==> src/rtl/latch_wr_pkg.sv <==
// Shared types and elaboration-time helpers for the latch bank writer.
// Holds the sequencer state encoding, width helpers and parameter legality.
package latch_wr_pkg;

  typedef enum logic [1:0] {
    IDLE  = 2'd0,
    SETUP = 2'd1,
    GATE  = 2'd2,
    HOLD  = 2'd3
  } wr_state_e;

  localparam int unsigned MIN_PHASE_CYC = 1;

  function automatic int unsigned max3(input int unsigned a, input int unsigned b,
                                       input int unsigned c);
    int unsigned m;
    m = (a > b) ? a : b;
    return (m > c) ? m : c;
  endfunction

  // Down-counter must hold the longest phase length.
  function automatic int unsigned cnt_width(input int unsigned s, input int unsigned g,
                                            input int unsigned h);
    return $clog2(max3(s, g, h) + 1);
  endfunction

  function automatic int unsigned addr_width(input int unsigned depth);
    return (depth > 1) ? $clog2(depth) : 1;
  endfunction

  function automatic bit params_legal(input int unsigned depth, input int unsigned width,
                                      input int unsigned s, input int unsigned g,
                                      input int unsigned h);
    return (depth >= 1) && (width >= 1) &&
           (s >= MIN_PHASE_CYC) && (g >= MIN_PHASE_CYC) && (h >= MIN_PHASE_CYC);
  endfunction

endpackage

==> src/rtl/latch_bank_writer_if.sv <==
// Request handshake and latch-array bus between a register-file front end
// (master) and the latch bank writer (slave).
interface latch_bank_writer_if
  import latch_wr_pkg::*;
#(
  parameter int unsigned DEPTH = 8,
  parameter int unsigned WIDTH = 8
) ();

  localparam int unsigned AW = addr_width(DEPTH);

  logic             req_valid;
  logic             req_ready;
  logic             req_clr;
  logic [AW-1:0]    req_addr;
  logic [WIDTH-1:0] req_data;
  logic [WIDTH-1:0] lat_d;
  logic [DEPTH-1:0] lat_ge;
  logic             lat_rst;
  logic             done;
  logic             err;

  modport master (
    output req_valid, req_clr, req_addr, req_data,
    input  req_ready, lat_d, lat_ge, lat_rst, done, err
  );

  modport slave (
    input  req_valid, req_clr, req_addr, req_data,
    output req_ready, lat_d, lat_ge, lat_rst, done, err
  );

endinterface

==> src/rtl/latch_ge_decode.sv <==
// Registered one-hot gate-enable decoder with out-of-range detection.
// Drives no gate at all when the address falls outside the bank.
module latch_ge_decode #(
  parameter int unsigned DEPTH = 8,
  parameter int unsigned AW    = 3
) (
  input  logic             clk,
  input  logic             rst,
  input  logic             en_i,
  input  logic [AW-1:0]    addr_i,
  output logic [DEPTH-1:0] ge_o,
  output logic             oor_o
);

  logic [DEPTH-1:0] ge_d;
  logic [DEPTH-1:0] ge_q;
  logic             oor_d;
  logic             oor_q;

  always_comb begin
    ge_d = '0;
    for (int unsigned i = 0; i < DEPTH; i++) begin
      ge_d[i] = en_i && (32'(addr_i) == i);
    end
    oor_d = en_i && (ge_d == '0);
  end

  always_ff @(posedge clk or posedge rst) begin
    if (rst) begin
      ge_q  <= '0;
      oor_q <= 1'b0;
    end else begin
      ge_q  <= ge_d;
      oor_q <= oor_d;
    end
  end

  assign ge_o  = ge_q;
  assign oor_o = oor_q;

endmodule

==> src/rtl/latch_bank_writer.sv <==
// Write sequencer for a bank of transparent latches: holds LAT_D stable for
// whole-cycle setup/hold windows around each gate-enable or clear pulse.
module latch_bank_writer
  import latch_wr_pkg::*;
#(
  parameter int unsigned DEPTH     = 8,
  parameter int unsigned WIDTH     = 8,
  parameter int unsigned SETUP_CYC = 1,
  parameter int unsigned GATE_CYC  = 1,
  parameter int unsigned HOLD_CYC  = 1
) (
  input  logic           clk,
  input  logic           rst,
  latch_bank_writer_if.slave wr_if
);

  localparam int unsigned AW = addr_width(DEPTH);
  localparam int unsigned CW = cnt_width(SETUP_CYC, GATE_CYC, HOLD_CYC);

  if (!params_legal(DEPTH, WIDTH, SETUP_CYC, GATE_CYC, HOLD_CYC)) begin : g_bad_params
    $error("latch_bank_writer: DEPTH/WIDTH and all phase lengths must be >= 1");
  end

  wr_state_e        state_q, state_d;
  logic [CW-1:0]    cnt_q, cnt_d;
  logic             ready_q, ready_d;
  logic [WIDTH-1:0] lat_d_q, lat_d_d;
  logic             clr_q, clr_d;
  logic [AW-1:0]    addr_q, addr_d;
  logic             err_flag_q, err_flag_d;
  logic             done_q, done_d;
  logic             err_q, err_d;
  logic             lat_rst_q, lat_rst_d;
  logic             ge_en;
  logic             dec_oor;
  logic [DEPTH-1:0] dec_ge;
  logic             xfer;

  // ready_q is only ever set while idle, so it alone qualifies the transfer.
  assign xfer = wr_if.req_valid && ready_q;

  always_ff @(posedge clk or posedge rst) begin
    if (rst) begin
      state_q    <= IDLE;
      cnt_q      <= '0;
      ready_q    <= 1'b0;
      lat_d_q    <= '0;
      clr_q      <= 1'b0;
      addr_q     <= '0;
      err_flag_q <= 1'b0;
      done_q     <= 1'b0;
      err_q      <= 1'b0;
      lat_rst_q  <= 1'b0;
    end else begin
      state_q    <= state_d;
      cnt_q      <= cnt_d;
      ready_q    <= ready_d;
      lat_d_q    <= lat_d_d;
      clr_q      <= clr_d;
      addr_q     <= addr_d;
      err_flag_q <= err_flag_d;
      done_q     <= done_d;
      err_q      <= err_d;
      lat_rst_q  <= lat_rst_d;
    end
  end

  // Next-state: each phase reloads the counter on entry and advances at 1.
  always_comb begin
    state_d    = state_q;
    cnt_d      = cnt_q;
    ready_d    = 1'b0;
    lat_d_d    = lat_d_q;
    clr_d      = clr_q;
    addr_d     = addr_q;
    err_flag_d = err_flag_q | dec_oor;
    done_d     = 1'b0;
    err_d      = 1'b0;
    lat_rst_d  = 1'b0;
    ge_en      = 1'b0;

    case (state_q)
      IDLE: begin
        ready_d = 1'b1;
        if (xfer) begin
          state_d    = SETUP;
          cnt_d      = CW'(SETUP_CYC);
          ready_d    = 1'b0;
          clr_d      = wr_if.req_clr;
          addr_d     = wr_if.req_addr;
          lat_d_d    = wr_if.req_clr ? '0 : wr_if.req_data;
          err_flag_d = 1'b0;
        end
      end
      SETUP: begin
        if (cnt_q == CW'(1)) begin
          state_d   = GATE;
          cnt_d     = CW'(GATE_CYC);
          ge_en     = ~clr_q;
          lat_rst_d = clr_q;
        end else begin
          cnt_d = cnt_q - CW'(1);
        end
      end
      GATE: begin
        if (cnt_q == CW'(1)) begin
          state_d = HOLD;
          cnt_d   = CW'(HOLD_CYC);
        end else begin
          cnt_d     = cnt_q - CW'(1);
          ge_en     = ~clr_q;
          lat_rst_d = clr_q;
        end
      end
      HOLD: begin
        if (cnt_q == CW'(1)) begin
          state_d = IDLE;
          cnt_d   = '0;
          done_d  = 1'b1;
          err_d   = err_flag_q;
          ready_d = 1'b1;
        end else begin
          cnt_d = cnt_q - CW'(1);
        end
      end
      default: begin
        state_d = IDLE;
        cnt_d   = '0;
      end
    endcase
  end

  latch_ge_decode #(
    .DEPTH (DEPTH),
    .AW    (AW)
  ) u_ge_decode (
    .clk    (clk),
    .rst    (rst),
    .en_i   (ge_en),
    .addr_i (addr_q),
    .ge_o   (dec_ge),
    .oor_o  (dec_oor)
  );

  assign wr_if.req_ready = ready_q;
  assign wr_if.lat_d     = lat_d_q;
  assign wr_if.lat_ge    = dec_ge;
  assign wr_if.lat_rst   = lat_rst_q;
  assign wr_if.done      = done_q;
  assign wr_if.err       = err_q;

endmodule

==> src/flat_wrapper.sv <==
// flat-port wrapper written by rule: the top's interface ports become plain ports
module latch_bank_writer_flat import latch_wr_pkg::*;
#(
  parameter int unsigned DEPTH     = 8,
  parameter int unsigned WIDTH     = 8,
  parameter int unsigned SETUP_CYC = 1,
  parameter int unsigned GATE_CYC  = 1,
  parameter int unsigned HOLD_CYC  = 1
)
  (clk, rst, wr_if_req_valid, wr_if_req_clr, wr_if_req_addr, wr_if_req_data, wr_if_req_ready, wr_if_lat_d, wr_if_lat_ge, wr_if_lat_rst, wr_if_done, wr_if_err);
  latch_bank_writer_if #(.DEPTH(DEPTH), .WIDTH(WIDTH)) wr_if_i ();
  input  logic clk;
  input  logic rst;
  input wire logic [$bits(wr_if_i.req_valid)-1:0] wr_if_req_valid;
  input wire logic [$bits(wr_if_i.req_clr)-1:0] wr_if_req_clr;
  input wire logic [$bits(wr_if_i.req_addr)-1:0] wr_if_req_addr;
  input wire logic [$bits(wr_if_i.req_data)-1:0] wr_if_req_data;
  output wire logic [$bits(wr_if_i.req_ready)-1:0] wr_if_req_ready;
  output wire logic [$bits(wr_if_i.lat_d)-1:0] wr_if_lat_d;
  output wire logic [$bits(wr_if_i.lat_ge)-1:0] wr_if_lat_ge;
  output wire logic [$bits(wr_if_i.lat_rst)-1:0] wr_if_lat_rst;
  output wire logic [$bits(wr_if_i.done)-1:0] wr_if_done;
  output wire logic [$bits(wr_if_i.err)-1:0] wr_if_err;
  assign wr_if_i.req_valid = wr_if_req_valid;
  assign wr_if_i.req_clr = wr_if_req_clr;
  assign wr_if_i.req_addr = wr_if_req_addr;
  assign wr_if_i.req_data = wr_if_req_data;
  assign wr_if_req_ready = wr_if_i.req_ready;
  assign wr_if_lat_d = wr_if_i.lat_d;
  assign wr_if_lat_ge = wr_if_i.lat_ge;
  assign wr_if_lat_rst = wr_if_i.lat_rst;
  assign wr_if_done = wr_if_i.done;
  assign wr_if_err = wr_if_i.err;
  latch_bank_writer #(.DEPTH(DEPTH), .WIDTH(WIDTH), .SETUP_CYC(SETUP_CYC), .GATE_CYC(GATE_CYC), .HOLD_CYC(HOLD_CYC)) u_core (.clk(clk), .rst(rst), .wr_if(wr_if_i));
endmodule
==> config.mk <==
export PLATFORM = sky130hd
export DESIGN_NAME = latch_bank_writer_flat
export DESIGN_NICKNAME = d
export VERILOG_FILES = /design/src/rtl/latch_wr_pkg.sv /design/src/rtl/latch_bank_writer_if.sv /design/src/rtl/latch_ge_decode.sv /design/src/rtl/latch_bank_writer.sv /design/src/flat_wrapper.sv
export SDC_FILE = /design/constraint.sdc
export NUM_CORES = 1
export LEC_CHECK = 0
export ABC_AREA = 0
export CORE_MARGIN = 2
export CORE_UTILIZATION = 49
export DETAILED_ROUTE_END_ITERATION = 7
export GPL_ROUTABILITY_DRIVEN = 0
export GPL_TIMING_DRIVEN = 0
export HOLD_SLACK_MARGIN = 0.1
export PLACE_DENSITY = 0.92
export SYNTH_ARGS = -nofsm -noshare
export SYNTH_HDL_FRONTEND = slang
export SYNTH_SLANG_ARGS = --single-unit
==> constraint.sdc <==
create_clock -name clk -period 2.9 [get_ports clk]
set_clock_uncertainty 0.15 [all_clocks]
set_input_delay 0.58 -clock clk [delete_from_list [all_inputs] [get_ports clk]]
set_output_delay 0.58 -clock clk [all_outputs]
set_load 0.05 [all_outputs]
==> flow_summary.json, run 1 <==
{
  "yosys.area.top_type": "dfrtp_1",
  "rows": 17,
  "synth_edf_count": 0,
  "clockBufferDepth": 2,
  "post_cts_resized": 0,
  "route.detailed.drc": 0,
  "placedCellCount": 164,
  "fin_nets": 163,
  "crit_type": "reg -> out",
  "synth_common_cells": "29 x dfrtp_1, 10 x nand2_1, 10 x nand2b_1, 10 x o21ai_0, 9 x nor2_1",
  "start_kind": "register",
  "synthDistinctLibCells": 20,
  "pin_count": 35,
  "drive_gt1_frac": 0.139,
  "port_buffers": 34,
  "core_um2": 2250,
  "reg2reg_depth": 5,
  "synth_warnings": 0,
  "syn_inst": 102,
  "ant_nets": 0,
  "antenna_found_initial": 0,
  "syn_nets": 122,
  "ys_ff_latch": 29,
  "syn_area_per_cell_um2": 11.8,
  "cts-hold-fix-buffers": 0,
  "peakVddDrop_mv": 0.639,
  "slew_viol_final": 0,
  "path_max_fanout": 3,
  "cp_slowest_cell": "clkdlybuf4s50_1",
  "grt_pass1_vias": 932,
  "grt.total_usage": 0.208,
  "diodes": 0,
  "dr.pass1.iters": 3,
  "syn_to_final_growth_pct": 35.6,
  "die_h_um": 53.5,
  "viasPerCell": 5.15,
  "synth_most_common_cell": "dfrtp_1",
  "htree_num_levels": 2,
  "min_delay_path_depth": 1,
  "synth_area_leaders": "dfrtp_1 61%, ha_1 5.2%, nand2b_1 5.2%",
  "min_period_ns": 2.24,
  "power_density_nw_per_um2": 1090,
  "ctsRootBufferMaster": "clkbuf_4",
  "gr-total-overflow": 0,
  "dieArea_um2": 2860,
  "ys.flop_type": "dfrtp_1",
  "rsz0062_at_grt": "false",
  "tightest_slew_ns": 1.06,
  "required_ns": 2.17,
  "post-route-period-util": 0.772,
  "critPathBufInv": 1,
  "vias": 886,
  "yosys.area.top_type_share": 0.605,
  "grt_max_degree": 30,
  "cts_sinks": 29,
  "max_cap_viol_count": 0,
  "layout.cells.non_filler": 172,
  "hold_violations": 0,
  "post_cts_buffers": 0,
  "cts_tree": "done",
  "dpl_cell_area_um2": 1570,
  "dr.first_iter.drc_count": 8,
  "dp_hpwl_um": 1820,
  "grt_first_pass_wirelength_um": 3970,
  "clkLatencyLatePin_ns": 0.32,
  "fill_cells": 174,
  "seq_area_um2": 726,
  "totalWireLength_um": 2380,
  "numCtsBuffers": 5,
  "crit_cells": 1,
  "syn-cell-area_um2": 1200,
  "arrival_ns": 1.51,
  "worstPathCellList": "clkdlybuf4s50_1",
  "setup_tns_ns": 0,
  "maxSlewHeadroom": 0.291,
  "ys_async_sr_fraction": 1.00,
  "min_path_type": "reg -> reg",
  "start_util": 0.532,
  "p_leak_nw": 0.758,
  "fin_area_um2": 1630,
  "seq_area_frac_synth": 0.605,
  "setup_viol": 0,
  "multiInputGateArea_um2": 440,
  "cp-end-kind": "primary output",
  "slowest_delay_ns": 0.81,
  "cp_top_family": "buffers and inverters",
  "status": "complete, no violations",
  "clk_pin_slew_ns": 0.09,
  "fmax_mhz": 447,
  "wl_per_cell_um": 13.8,
  "die_w_um": 53.5
}
where the power goes:
part           switching (mW)  internal, mW  leakage, nW  total, mW
combinational           0.560         0.330        0.351      0.889
clock                   0.136        0.0921       0.0320      0.228
sequential              0.110         0.541        0.375      0.651
total                   0.806         0.963        0.758       1.77
final timing paths:
| check | startpoint | endpoint | slack, ns |
|---|---|---|---|
| setup / recovery | u_core.wr_if.req_ready | wr_if_req_ready | 0.66 |
| hold / removal | u_core.u_ge_decode.oor_o | u_core.err_flag_q | 0.32 |
| setup reg to reg | u_core.state_q[0] | u_core.addr_q[0] | 1.10 |
| hold reg to reg | u_core.u_ge_decode.oor_o | u_core.err_flag_q | 0.32 |
| max in group asynchronous | rst | u_core.wr_if.req_ready | 1.29 |
| min in group asynchronous | rst | u_core.u_ge_decode.ge_o[5] | 0.67 |
layout by cell type (no fill, tap or decap), types with 3 or more instances in the layout:
cell type	count
a21oi_1	3
clkbuf_4	5
clkdlybuf4s50_1	34
dfrtp_1	29
ha_1	5
inv_1	6
mux2_2	5
nand2_1	10
nand2b_1	10
nor2_1	9
o21ai_0	10
registers in the layout, summed over array words and instances, names as in the netlist, 2 cells and up:
name                     count
u_core.addr_q                3
u_core.wr_if.lat_d           8
u_core.state_q               2
u_core.u_ge_decode.ge_o      8
layout make-up:
class                   count  share of cell area
clock inverters             2             0.00616
well taps                  28              0.0216
clock buffers               6              0.0254
inverters                   6              0.0139
plain buffers               2             0.00616
flip-flops and latches     29               0.446
multi-input cells          65               0.271
repair buffers             34               0.209
logic make-up (layout without fill, tap and decap cells):
family | count (synthesis) | count (layout) | share of synthesized area
AND/OR/NAND/NOR | 36 | 36 | 0.171
flip-flops | 29 | 29 | 0.605
AO/OA/AOI/OAI | 17 | 17 | 0.0814
buffers and inverters | 8 | 50 | 0.0271
multiplexers | 6 | 6 | 0.0595
adder cells (fa/ha/maj) | 5 | 5 | 0.0522
other | 1 | 1 | 0.00313
routing by layer:
metal,track usage,routed length [um]
met5,0,0
met4,0.0812,27
met3,0.105,157
met2,0.360,1280
met1,0.210,913
metrics by stage:
step                      power (mW)  utilization  setup slack, ns  hold slack (ns)
after floorplan                 1.26            -             1.28            0.278
after global placement          1.50        0.698            0.915            0.281
after detailed placement        1.55        0.698            0.869            0.302
after CTS                       1.78        0.721            0.641            0.324
after global routing            1.88        0.721            0.596            0.346
final                           1.77        0.721            0.660            0.317
Power figures use the tool's default switching activity.
==> run 2, diff against run 1 <==
--- a/config.mk
+++ b/config.mk
@@ -7,12 +7,12 @@
 export LEC_CHECK = 0
 export ABC_AREA = 0
 export CORE_MARGIN = 2
-export CORE_UTILIZATION = 49
+export CORE_UTILIZATION = 41
 export DETAILED_ROUTE_END_ITERATION = 7
 export GPL_ROUTABILITY_DRIVEN = 0
 export GPL_TIMING_DRIVEN = 0
 export HOLD_SLACK_MARGIN = 0.1
-export PLACE_DENSITY = 0.92
+export PLACE_DENSITY = 0.84
 export SYNTH_ARGS = -nofsm -noshare
 export SYNTH_HDL_FRONTEND = slang
 export SYNTH_SLANG_ARGS = --single-unit
==> constraint.sdc (replaced) <==
create_clock -name clk -period 1.8 [get_ports clk]
set_clock_uncertainty 0.15 [all_clocks]
set_input_delay 0.36 -clock clk [delete_from_list [all_inputs] [get_ports clk]]
set_output_delay 0.36 -clock clk [all_outputs]
set_load 0.05 [all_outputs]
==> flow_summary.json, run 2 (same netlist as run 1, synthesis figures left out) <==
{
  "gr-total-overflow": 0,
  "cts_sinks": 29,
  "syn_to_final_growth_pct": 36.3,
  "cts_tree": "done",
  "dieArea_um2": 3370,
  "arrival_ns": 1.24,
  "fin_area_um2": 1630,
  "p_sw_mw": 1.29,
  "numCtsBuffers": 5,
  "slowest_delay_ns": 0.53,
  "clockBufferDepth": 2,
  "cp_top_family": "buffers and inverters",
  "die_h_um": 58.1,
  "start_util": 0.435,
  "fmax_mhz": 571,
  "route.detailed.drc": 0,
  "cp-end-kind": "primary output",
  "worstPathCellList": "dlygate4sd2_1",
  "tightest_slew_ns": 1.05,
  "die_w_um": 58.1,
  "p_clk_frac": 0.159,
  "layout_common_cells": "29 x dfrtp_1, 19 x dlygate4sd2_1, 14 x clkdlybuf4s50_1",
  "hold_violations": 0,
  "cts-hold-fix-buffers": 0,
  "fin_nets": 164,
  "placedCellCount": 167,
  "combPwrFrac": 0.476,
  "min_delay_path_depth": 1,
  "min_path_type": "reg -> reg",
  "critPathBufInv": 1,
  "crit_path_start": "u_core.wr_if.lat_d[6]",
  "crit_cells": 1,
  "wl_per_cell_um": 13.7,
  "ant_nets": 0,
  "power.internal_mw": 1.55,
  "swShare": 0.455,
  "port_buffers": 34,
  "dr.pass1.iters": 2,
  "grt_first_pass_wirelength_um": 3980,
  "required_ns": 1.29,
  "dr.first_iter.drc_count": 20,
  "dp_hpwl_um": 1780,
  "peakVddDrop_mv": 1.11,
  "setup_tns_ns": 0,
  "grt_max_degree": 30,
  "reg2reg_depth": 5,
  "core_um2": 2760,
  "grt_pass1_vias": 900,
  "rows": 19,
  "whs_ns": 0.309,
  "setup_viol": 0,
  "grt.total_usage": 0.167,
  "holdCritStartpoint": "u_core.u_ge_decode.oor_o",
  "cp_slowest_cell": "dlygate4sd2_1",
  "crit_type": "reg -> out",
  "rr_startpoint": "u_core.state_q[1]",
  "dpl_cell_area_um2": 1580,
  "ctsRootBufferMaster": "clkbuf_4",
  "status": "complete, no violations",
  "post-route-period-util": 0.973,
  "seqPwrFrac": 0.364,
  "vias": 866,
  "max_cap_viol_count": 0,
  "slew_viol_final": 0,
  "maxSlewHeadroom": 0.300,
  "clkLatencyLatePin_ns": 0.33,
  "final_common_cell": "dfrtp_1",
  "drive_gt1_frac": 0.152,
  "p_leak_nw": 0.854,
  "totalWireLength_um": 2420,
  "start_kind": "register",
  "path_max_fanout": 2,
  "layout.cells.non_filler": 176,
  "min_period_ns": 1.75,
  "power_density_nw_per_um2": 1740,
  "antenna_found_initial": 0,
  "rsz0062_at_grt": "false",
  "clk_pin_slew_ns": 0.09,
  "pin_count": 35,
  "htree_num_levels": 2,
  "viasPerCell": 4.92,
  "diodes": 0
}
==> run 2: changes by cell type in the layout (fill, tap and decap cells not counted) <==
cell / change
buf_4: +1
clkdlybuf4s15_1: +1
buf_2: -1
clkbuf_8: +2
clkdlybuf4s50_1: -20
clkbuf_4: +1
clkinv_2: -1
dlygate4sd2_1: +19
clkbuf_1: -1
==> run 2: power by group through the flow <==
stage	Combinational [mW]	Sequential, mW	Clock [mW]
global route	1.45	1.06	0.502
global placement	1.38	1.04	0
detailed placement	1.43	1.07	0
finish	1.35	1.04	0.452
floorplan	0.517	1.51	0
CTS	1.34	1.05	0.467
==> run 2: per-layer routing <==
layer	part of all wire	vias to the layer above	GRT usage
li1	-	419	-
met1	0.37	420	0.173
met2	0.55	20	0.289
met3	0.057	7	0.0714
met4	0.023	0	0.0831
met5	0	-	0
==> run 2: final timing paths <==
path | endpoint | slack, ns
max | wr_if_lat_d[6] | 0.05
min | u_core.err_flag_q | 0.31
max reg2reg | u_core.state_q[1] | 0.11
min reg2reg | u_core.err_flag_q | 0.31
max in group asynchronous | u_core.u_ge_decode.ge_o[5] | 0.43
min in group asynchronous | u_core.wr_if.lat_d[4] | 0.43
==> run 2: repair_timing <==
item | in CTS | in global routing
buffers inserted | 0 | 1
setup endpoints to repair | 20 | 5
gates resized for setup | 20 | 2
cloned | 0 | 0
hold endpoints to repair | 0 | 0
==> run 2: through the flow <==
step	setup slack [ns]	power, mW	utilization
2_1_floorplan	0.178	2.03	-
3_3_place_gp	0.0187	2.42	0.572
3_5_place_dp	-0.0317	2.49	0.572
4_1_cts	0.0281	2.85	0.588
5_1_grt	0.00679	3.01	0.593
6_report	0.0481	2.84	0.593
==> run 2: layout make-up <==
type	instances	area, um2
Sequential cell	29	726
Inverter	6	22.5
Timing Repair Buffer	35	324
Buffer	2	12.5
Tap cell	31	38.8
Clock buffer	7	65.1
Fill cell	247	1120
Clock inverter	1	5.00
Multi-Input combinational cell	65	440
==> patch: new RTL, settings of run 2 <==
`DEPTH` is set to 8 in 4 places; all go to 16.
--- a/src/rtl/latch_bank_writer_if.sv
+++ b/src/rtl/latch_bank_writer_if.sv
@@ -3,7 +3,7 @@
 interface latch_bank_writer_if
   import latch_wr_pkg::*;
 #(
-  parameter int unsigned DEPTH = 8,
+  parameter int unsigned DEPTH = 16,
   parameter int unsigned WIDTH = 8
 ) ();
 
--- a/src/rtl/latch_ge_decode.sv
+++ b/src/rtl/latch_ge_decode.sv
@@ -1,7 +1,7 @@
 // Registered one-hot gate-enable decoder with out-of-range detection.
 // Drives no gate at all when the address falls outside the bank.
 module latch_ge_decode #(
-  parameter int unsigned DEPTH = 8,
+  parameter int unsigned DEPTH = 16,
   parameter int unsigned AW    = 3
 ) (
   input  logic             clk,
--- a/src/rtl/latch_bank_writer.sv
+++ b/src/rtl/latch_bank_writer.sv
@@ -3,7 +3,7 @@
 module latch_bank_writer
   import latch_wr_pkg::*;
 #(
-  parameter int unsigned DEPTH     = 8,
+  parameter int unsigned DEPTH     = 16,
   parameter int unsigned WIDTH     = 8,
   parameter int unsigned SETUP_CYC = 1,
   parameter int unsigned GATE_CYC  = 1,
--- a/src/flat_wrapper.sv
+++ b/src/flat_wrapper.sv
@@ -1,7 +1,7 @@
 // flat-port wrapper written by rule: the top's interface ports become plain ports
 module latch_bank_writer_flat import latch_wr_pkg::*;
 #(
-  parameter int unsigned DEPTH     = 8,
+  parameter int unsigned DEPTH     = 16,
   parameter int unsigned WIDTH     = 8,
   parameter int unsigned SETUP_CYC = 1,
   parameter int unsigned GATE_CYC  = 1,
Interface: changed (resized wr_if_lat_ge and wr_if_req_addr); port bits go from 35 to 44. No check against the original RTL was run, so the function may have changed too.
==> patch against run 2 <==
Sequential cell count rose by 9. Critical endpoint is now wr_if_req_ready. Register-to-register slack improved by 0.02 ns. Setup slack improved by 0.040 ns. Final area rose by 29%. Synthesized area rose by 27%. Largest power group unchanged. Global-route usage fell by 1.3 points. Total power rose by 17%. Routed wire length rose by 16%. Hold slack improved by 0.0040 ns.
==> patch: results <==
[yosys]
ys_seq_area_share_pct = 62.7
synthTopCellsByArea = "dfrtp_1 63%, nand2b_1 4.5%, ha_1 4.1%"
muxShareOfSynthArea_pct = 5.69
synth_common_cells = "38 x dfrtp_1, 15 x nor2_1, 11 x nand2b_1, 10 x nand2_1, 8 x o21ai_0"
synth-compound-area-share_pct = 6.77
synth-adder-area-share_pct = 4.13
synthDistinctLibCells = 26
synth_nets = 145
syn_inst = 124

[placement]
io_buffer_count = 43
placed_cells = 215
placed_cell_area_um2 = 2010
dpl.hpwl_um = 1990
post-place-ws_ns = -0.317

[global_route]
grt_pass1_wl_um = 4690
grt_max_degree = 39
grt_usage_pct = 15.5

[worst_setup_path]
crit_end = "wr_if_req_ready"
r2r_start = "u_core.state_q[0]$_DFFE_PP0P_"
critPathMaxFanout = 3
ff2ff_setup_slack_ns = 0.13
cp-startpoint = "u_core.wr_if.req_ready$_DFF_PP0_"
cp.arrival_ns = 1.20

[status]
status = "complete, no violations"

[drt]
wl_per_cell_um = 12.5
wl_met3_um = 180
wirelength_um = 2810
wl_met1_um = 1060

[clocking]
path_clk_slew_ns = 0.07
clock_latency_ns = 0.29
cts_buffers = 5
cts_resized = 29

[sta]
slew_headroom_pct = 48.8
min_period_ns = 1.71
hold-worst-slack_ns = 0.313

[finish]
drive_above_1_share_pct = 17.5
fillerInstances = 309

[power]
cellLeakagePower_uw = 0.00108
-- patch: logic make-up (layout without fill, tap and decap cells) --
kind of cell | after synthesis | after routing
adder cells (fa/ha/maj) | 5 | 5
other | 1 | 1
buffers and inverters | 8 | 61
AND/OR/NAND/NOR | 49 | 49
AO/OA/AOI/OAI | 16 | 16
multiplexers | 7 | 7
flip-flops | 38 | 38
-- patch: area by class of cell --
| type | count | share of cell area (%) |
|---|---|---|
| Sequential cell | 38 | 45.2 |
| Multi-Input combinational cell | 78 | 25.9 |
| Timing Repair Buffer | 45 | 19.5 |
| Clock buffer | 6 | 3.92 |
| Tap cell | 48 | 2.85 |
| Inverter | 5 | 1.07 |
| Buffer | 3 | 1.01 |
| Clock inverter | 2 | 0.595 |
-- patch: power breakdown --
group	total (uW)	internal, uW	switching (uW)
registers	1240	1070	166
clock network	588	307	281
logic	1510	586	923
total	3330	1960	1370
-- patch: layer usage --
layer	vias up	track usage [%]
li1	512	-
met1	493	17.2
met2	43	26.2
met3	7	3.65
met4	0	10.4
met5	-	0
